$ cat src/rtl/alu_op_sequencer.sv
// alu_op_sequencer
// ----------------
// Handshaked command front-end for a combinational 4-bit ALU. One operation
// (A, B, op) is accepted at a time. The operands are registered and driven to
// the ALU. After SETTLE_CYCLES edges the 5-bit ALU result is sampled, and it is
// returned over a valid/ready response channel.
//
// Parameters
//   SETTLE_CYCLES : edges between operand launch and result sample (1..15)
//   COUNT_W       : width of the completed-transaction counter
//
// Ports
//   clk, rst_n              : clock (rising edge), asynchronous active-low reset
//   cmd_valid / cmd_ready   : command handshake
//   cmd_a, cmd_b, cmd_op    : command operands and opcode
//   alu_a, alu_b, alu_op    : registered operands and opcode driven to the ALU
//   alu_result              : combinational ALU result (5 bits)
//   rsp_valid / rsp_ready   : response handshake
//   rsp_result, rsp_op      : captured result and the opcode that produced it
//   busy                    : high whenever the sequencer is not idle
//   txn_count               : completed responses, wraps modulo 2^COUNT_W
module alu_op_sequencer #(
  parameter int unsigned SETTLE_CYCLES = 1,
  parameter int unsigned COUNT_W       = 16
) (
  input  logic               clk,
  input  logic               rst_n,
  input  logic               cmd_valid,
  output logic               cmd_ready,
  input  logic [3:0]         cmd_a,
  input  logic [3:0]         cmd_b,
  input  logic [3:0]         cmd_op,
  output logic [3:0]         alu_a,
  output logic [3:0]         alu_b,
  output logic [3:0]         alu_op,
  input  logic [4:0]         alu_result,
  output logic               rsp_valid,
  input  logic               rsp_ready,
  output logic [4:0]         rsp_result,
  output logic [3:0]         rsp_op,
  output logic               busy,
  output logic [COUNT_W-1:0] txn_count
);

  typedef enum logic [1:0] {
    IDLE = 2'd0,
    WAIT = 2'd1,
    RESP = 2'd2
  } state_t;

  // The counter is loaded with SETTLE_CYCLES-1 so that the sample happens on
  // the edge where it reads zero, i.e. exactly SETTLE_CYCLES edges after the
  // accept edge.
  localparam logic [3:0] SETTLE_LOAD = 4'(SETTLE_CYCLES - 1);

  state_t             state_q, state_d;
  logic [3:0]         cnt_q, cnt_d;
  logic [3:0]         alu_a_q, alu_a_d;
  logic [3:0]         alu_b_q, alu_b_d;
  logic [3:0]         alu_op_q, alu_op_d;
  logic [4:0]         rsp_result_q, rsp_result_d;
  logic [3:0]         rsp_op_q, rsp_op_d;
  logic [COUNT_W-1:0] txn_count_q, txn_count_d;

  always_ff @(posedge clk or negedge rst_n) begin
    if (!rst_n) begin
      state_q      <= IDLE;
      cnt_q        <= '0;
      alu_a_q      <= '0;
      alu_b_q      <= '0;
      alu_op_q     <= '0;
      rsp_result_q <= '0;
      rsp_op_q     <= '0;
      txn_count_q  <= '0;
    end else begin
      state_q      <= state_d;
      cnt_q        <= cnt_d;
      alu_a_q      <= alu_a_d;
      alu_b_q      <= alu_b_d;
      alu_op_q     <= alu_op_d;
      rsp_result_q <= rsp_result_d;
      rsp_op_q     <= rsp_op_d;
      txn_count_q  <= txn_count_d;
    end
  end

  always_comb begin
    state_d      = state_q;
    cnt_d        = cnt_q;
    alu_a_d      = alu_a_q;
    alu_b_d      = alu_b_q;
    alu_op_d     = alu_op_q;
    rsp_result_d = rsp_result_q;
    rsp_op_d     = rsp_op_q;
    txn_count_d  = txn_count_q;

    case (state_q)
      IDLE: begin
        // cmd_ready is 1 in IDLE, so cmd_valid alone completes the handshake.
        if (cmd_valid) begin
          alu_a_d  = cmd_a;
          alu_b_d  = cmd_b;
          alu_op_d = cmd_op;
          cnt_d    = SETTLE_LOAD;
          state_d  = WAIT;
        end
      end
      WAIT: begin
        if (cnt_q == 4'd0) begin
          rsp_result_d = alu_result;
          rsp_op_d     = alu_op_q;
          state_d      = RESP;
        end else begin
          cnt_d = cnt_q - 4'd1;
        end
      end
      RESP: begin
        if (rsp_ready) begin
          txn_count_d = txn_count_q + COUNT_W'(1);
          state_d     = IDLE;
        end
      end
      default: state_d = IDLE;
    endcase
  end

  // Handshake outputs decode from state alone: no input-to-output paths.
  assign cmd_ready  = (state_q == IDLE);
  assign rsp_valid  = (state_q == RESP);
  assign busy       = (state_q != IDLE);
  assign alu_a      = alu_a_q;
  assign alu_b      = alu_b_q;
  assign alu_op     = alu_op_q;
  assign rsp_result = rsp_result_q;
  assign rsp_op     = rsp_op_q;
  assign txn_count  = txn_count_q;

endmodule

$ cat config.mk
export PLATFORM = sky130hd
export DESIGN_NAME = alu_op_sequencer
export DESIGN_NICKNAME = d
export VERILOG_FILES = /design/src/rtl/alu_op_sequencer.sv
export SDC_FILE = /design/constraint.sdc
export NUM_CORES = 1
export LEC_CHECK = 0
export CAP_MARGIN = 5
export CORE_AREA = 2 2 68 70
export CTS_CLUSTER_DIAMETER = 200
export CTS_CLUSTER_SIZE = 8
export DETAILED_ROUTE_END_ITERATION = 16
export DIE_AREA = 0 0 70 72
export GPL_ROUTABILITY_DRIVEN = 1
export PLACE_DENSITY = 0.74
export SYNTH_ARGS = -nofsm -noshare
export SYNTH_HDL_FRONTEND = slang
export SYNTH_SLANG_ARGS = --single-unit
export TNS_END_PERCENT = 5
$ cat constraint.sdc
create_clock -name clk -period 2.2 [get_ports clk]
set_input_delay 0.44 -clock clk [delete_from_list [all_inputs] [get_ports clk]]
set_output_delay 0.44 -clock clk [all_outputs]
set_load 0.05 [all_outputs]
# Word-level counts from Yosys, hierarchy flattened
# Cells that the tools add are included.
# classes
mux	7
n_reduce_logical	9
eq_ne	6
add_sub_neg	2
# op_table
cell	count
adder 16 x 1 -> 16 bit, second input constant	1
2-to-1 mux 4 bit	2
one-hot mux 4 bit (2 select lines)	1
2-to-1 mux 2 bit	3
inequality test 2 bit, second input constant	3
one-hot mux 2 bit (3 select lines)	1
AND reduction 2 bit	3
AND reduction 3 bit	2
logical NOT 4 bit	1
nonzero test 2 bit	2
subtractor 4 x 1 -> 4 bit, second input constant	1
== test 2 x 1 -> 1 bit, second input constant	1
== test 2 bit, second input constant	1
logical NOT 2 bit	1
inequality test 2 x 1 -> 1 bit, second input constant	1
# word_totals
regBits	43
in_bits	21

# Logic depth before layout (Yosys ltp)
# logic_depth
depth_word	3
ltp_mapped	6
ltp_nobuf	6

# Least setup slack after synthesis
# No wires, ideal clock.
# synth_path
kind	reg-to-output
startpoint	register state_q[1]
endpoint	output port busy
t_arrival_ns	1.595
path_slack_ns	0.165
stages_incl_launch_ff	3
required_ns	1.760
cell_sequence	dfrtp_1 nor2_1 inv_1
# synth_via
elab_chain_len	1
# synth_rtl
element	line	rtl
from (decl)	56	state_t state_q, state_d;
from (signal assigned)	76	state_q <= state_d;
nonzero test 2 bit	130	assign busy = (state_q != IDLE);
to (decl)	41	output logic busy,
# No other way between the ends.

# Final worst setup path
# layout_path
startpoint	register txn_count_q[3] (netlist: txn_count[3])
endpoint	output port txn_count[3]
# layout_lines
element	line	rtl
from (decl)	63	logic [COUNT_W-1:0] txn_count_q, txn_count_d;
from (signal assigned)	83	txn_count_q <= txn_count_d;
to (decl)	42	output logic [COUNT_W-1:0] txn_count
# No word-level cell between the ends.

==> reports/metrics.yaml <==
floorplanning:
  start_util: 0.433
  core_area_mm2: 0.00426
  fp.dieH_um: 72
  die-width_um: 70
  dieArea_mm2: 0.00504
  rows: 24
  pin_count: 61
critical_path:
  path_class: "flop to primary output"
  crit_fanout: 6
  worstPathArrival_ns: 1.60
  cp-end-kind: "primary output"
  cpPeakStageDelay_ns: 0.84
  crit_family: "buffers and inverters"
  cp_slowest_cell: "clkdlybuf4s50_1"
  critPathBufInv: 1
  crit_required_ns: 1.76
  startpoint_type: "flop"
  cp_cell_sequence: "clkdlybuf4s50_1"
grt:
  grt.overflow.total: 0
  grt_pass1_vias: 1330
  antenna_found_initial: 0
  grt_pass1_wl_um: 6230
  grt_util_all_layers: 0.159
  grt_max_degree: 28
logic_synthesis:
  netlist_area_mm2: 0.00185
  syn_inst: 136
  syn_nets: 160
  avgSynthCellArea_um2: 13.6
  synth_seq_area_share: 0.583
  yosys_warnings: 0
  ys_seq_elements: 43
  ys_types: 28
finish:
  area_growth_pct: 40.2
  fill_cells: 351
  finalInstanceArea_mm2: 0.00259
  fin_util: 0.607
  drive_above_1_share: 0.196
  n_antenna_cell: 0
  final_nets: 227
sta:
  hold_violations: 0
  finalSetupViolations: 0
  min_period_over_period: 0.929
  slew_violations: 0
  max_freq_mhz: 489
  worst-slew-pin-transition_ns: 0.582
  holdWs_ns: 0.138
  final.setup.worst_slack_ns: 0.157
  finalSetupTns_ns: 0
  finClkSkew_ns: 0.00687
  slew_headroom: 0.612
  rsz0062_at_grt: "false"
  min_period_ns: 2.04
power_and_ir_drop:
  ir_worst_vdd_mv: 1.17
  p_per_area_mw_per_mm2: 1540
  leakage_uw: 0.00118
flow_run:
  timing.max_cap.violations: 0
detailed_routing:
  dr_total_vias: 1262
  drtIter0Drc: 64
  drtPass1Iterations: 4
  wl_um: 3680
  wl_per_cell_um: 14.4
  viasPerCell: 4.93
  drc: 0
  postRouteAntennaNets: 0
placed_design:
  routabilityCongestion: 0.785
  dp_hpwl_um: 2780
  io_buffer_count: 60
  dpl_cell_area_mm2: 0.00250
  place_ws_ns: 0.184
clocking:
  clock_sinks: 43
  clkSlewWorstSetupHoldPaths_ns: 0.08
  htree_levels: 2
  insertion_delay_ns: 0.29
  cts_root_buf: "clkbuf_8"
  cts_hold_buf: 0
  cts_inserted_buffers: 5
  cts_tree: "done"
  cts_buffer_depth: 2
outcome:
  status: "finished clean"
hold_path:
  hold_path.class: "input port to async pin"
kinds of logic (layout without fill, tap and decap cells):
group	after synthesis	in the layout	synth area share
compound gates	4	4	0.0142
xor+xnor	17	17	0.0807
fa+ha+maj	3	3	0.0203
buf+inv	8	76	0.0210
flops	43	43	0.583
mux	22	22	0.153
simple gates	39	39	0.128
cells in the final DEF (no fill, tap or decap), types with 2 or more instances in the layout:
cell type,instances
buf_4,4
clkbuf_8,5
clkdlybuf4s50_1,56
dfrtp_1,43
ha_1,3
inv_1,6
mux2_2,13
mux2_4,9
nand2_1,10
nand3_1,7
nand4_1,3
nor2_1,7
o21ai_0,2
xnor2_1,12
xor2_1,5
worst paths after layout:
check	startpoint	to	slack, ns	cells past startpoint
worst max-delay path	txn_count[3]	txn_count[3]	0.16	1
worst min-delay path	rst_n	txn_count[4]	0.14	1
worst max register to register	cnt_q[0]	rsp_result[0]	0.46	5
worst min register to register	txn_count[15]	txn_count[15]	0.49	1
max in group asynchronous	rst_n	rsp_op[3]	1.51	2
min in group clk	txn_count[15]	txn_count[15]	0.49	1
metrics by stage:
step | total power [uW] | cells
floorplan | 2840 | 136
global placement | 3490 | 248
detailed placement | 3530 | 248
CTS | 4040 | 256
global route | 4210 | 256
finish | 3990 | 256
registers in the layout, summed over array words and instances (netlist names):
register and flops:
state_q 2, txn_count 16, alu_op 4, cnt_q 4, alu_a 4, rsp_result 5, rsp_op 4, alu_b 4
Yosys cell counts:
master	count	area, um2
and2_1	1	6.26
and2b_1	1	7.51
and4_1	1	8.76
buf_2	1	5.00
buf_6	1	11.3
dfrtp_1	43	1080
ha_1	3	37.5
inv_1	6	22.5
mux2_2	13	146
mux2_4	9	135
nand2_1	10	37.5
nand2b_1	1	6.26
nand2b_4	1	13.8
nand3_1	7	35.0
nand3b_1	1	7.51
nand4_1	3	18.8
nand4_2	1	12.5
nor2_1	7	26.3
nor3_1	1	5.00
nor4_2	1	12.5
nor4_4	1	21.3
o21ai_0	2	10.0
o311ai_0	1	8.76
o31ai_1	1	7.51
or2_2	1	6.26
or3b_4	1	11.3
xnor2_1	12	105
xor2_1	5	43.8
per-layer routing:
layer / vias up / track usage / part of all wire / wire length, um
li1: 595 / - / - / -
met1: 605 / 0.185 / 0.42 / 1550
met2: 57 / 0.270 / 0.48 / 1780
met3: 5 / 0.0653 / 0.085 / 313
met4: 0 / 0.0513 / 0.011 / 42
met5: - / 0 / 0 / 0
area by class of cell:
cell class                      count  area (um2)  share of cell area
Clock buffer                        6        72.6              0.0280
Clock inverter                      2        12.5             0.00484
Inverter                            6        22.5             0.00870
Multi-Input combinational cell     85         731               0.282
Sequential cell                    43        1080               0.416
Tap cell                           52        65.1              0.0251
Timing Repair Buffer               62         608               0.235
report_power, final:
group | internal, uW | switching (uW)
sequential | 1070 | 211
combinational | 875 | 1360
clock | 222 | 257
worst register-to-register path, cell delays in order, from the launching register on:
cell	delay, ns
dfrtp_1	0.41
inv_1	0.10
ha_1	0.13
or3b_4	0.38
nand2b_4	0.26
mux2_4	0.34
timing repair:
action | 4_1_cts | 5_1_grt
setup endpoints to repair | 0 | 1
resized for setup | 0 | 1
setup buffers | 0 | 0
Note: power is estimated with default switching activity, not from simulation.
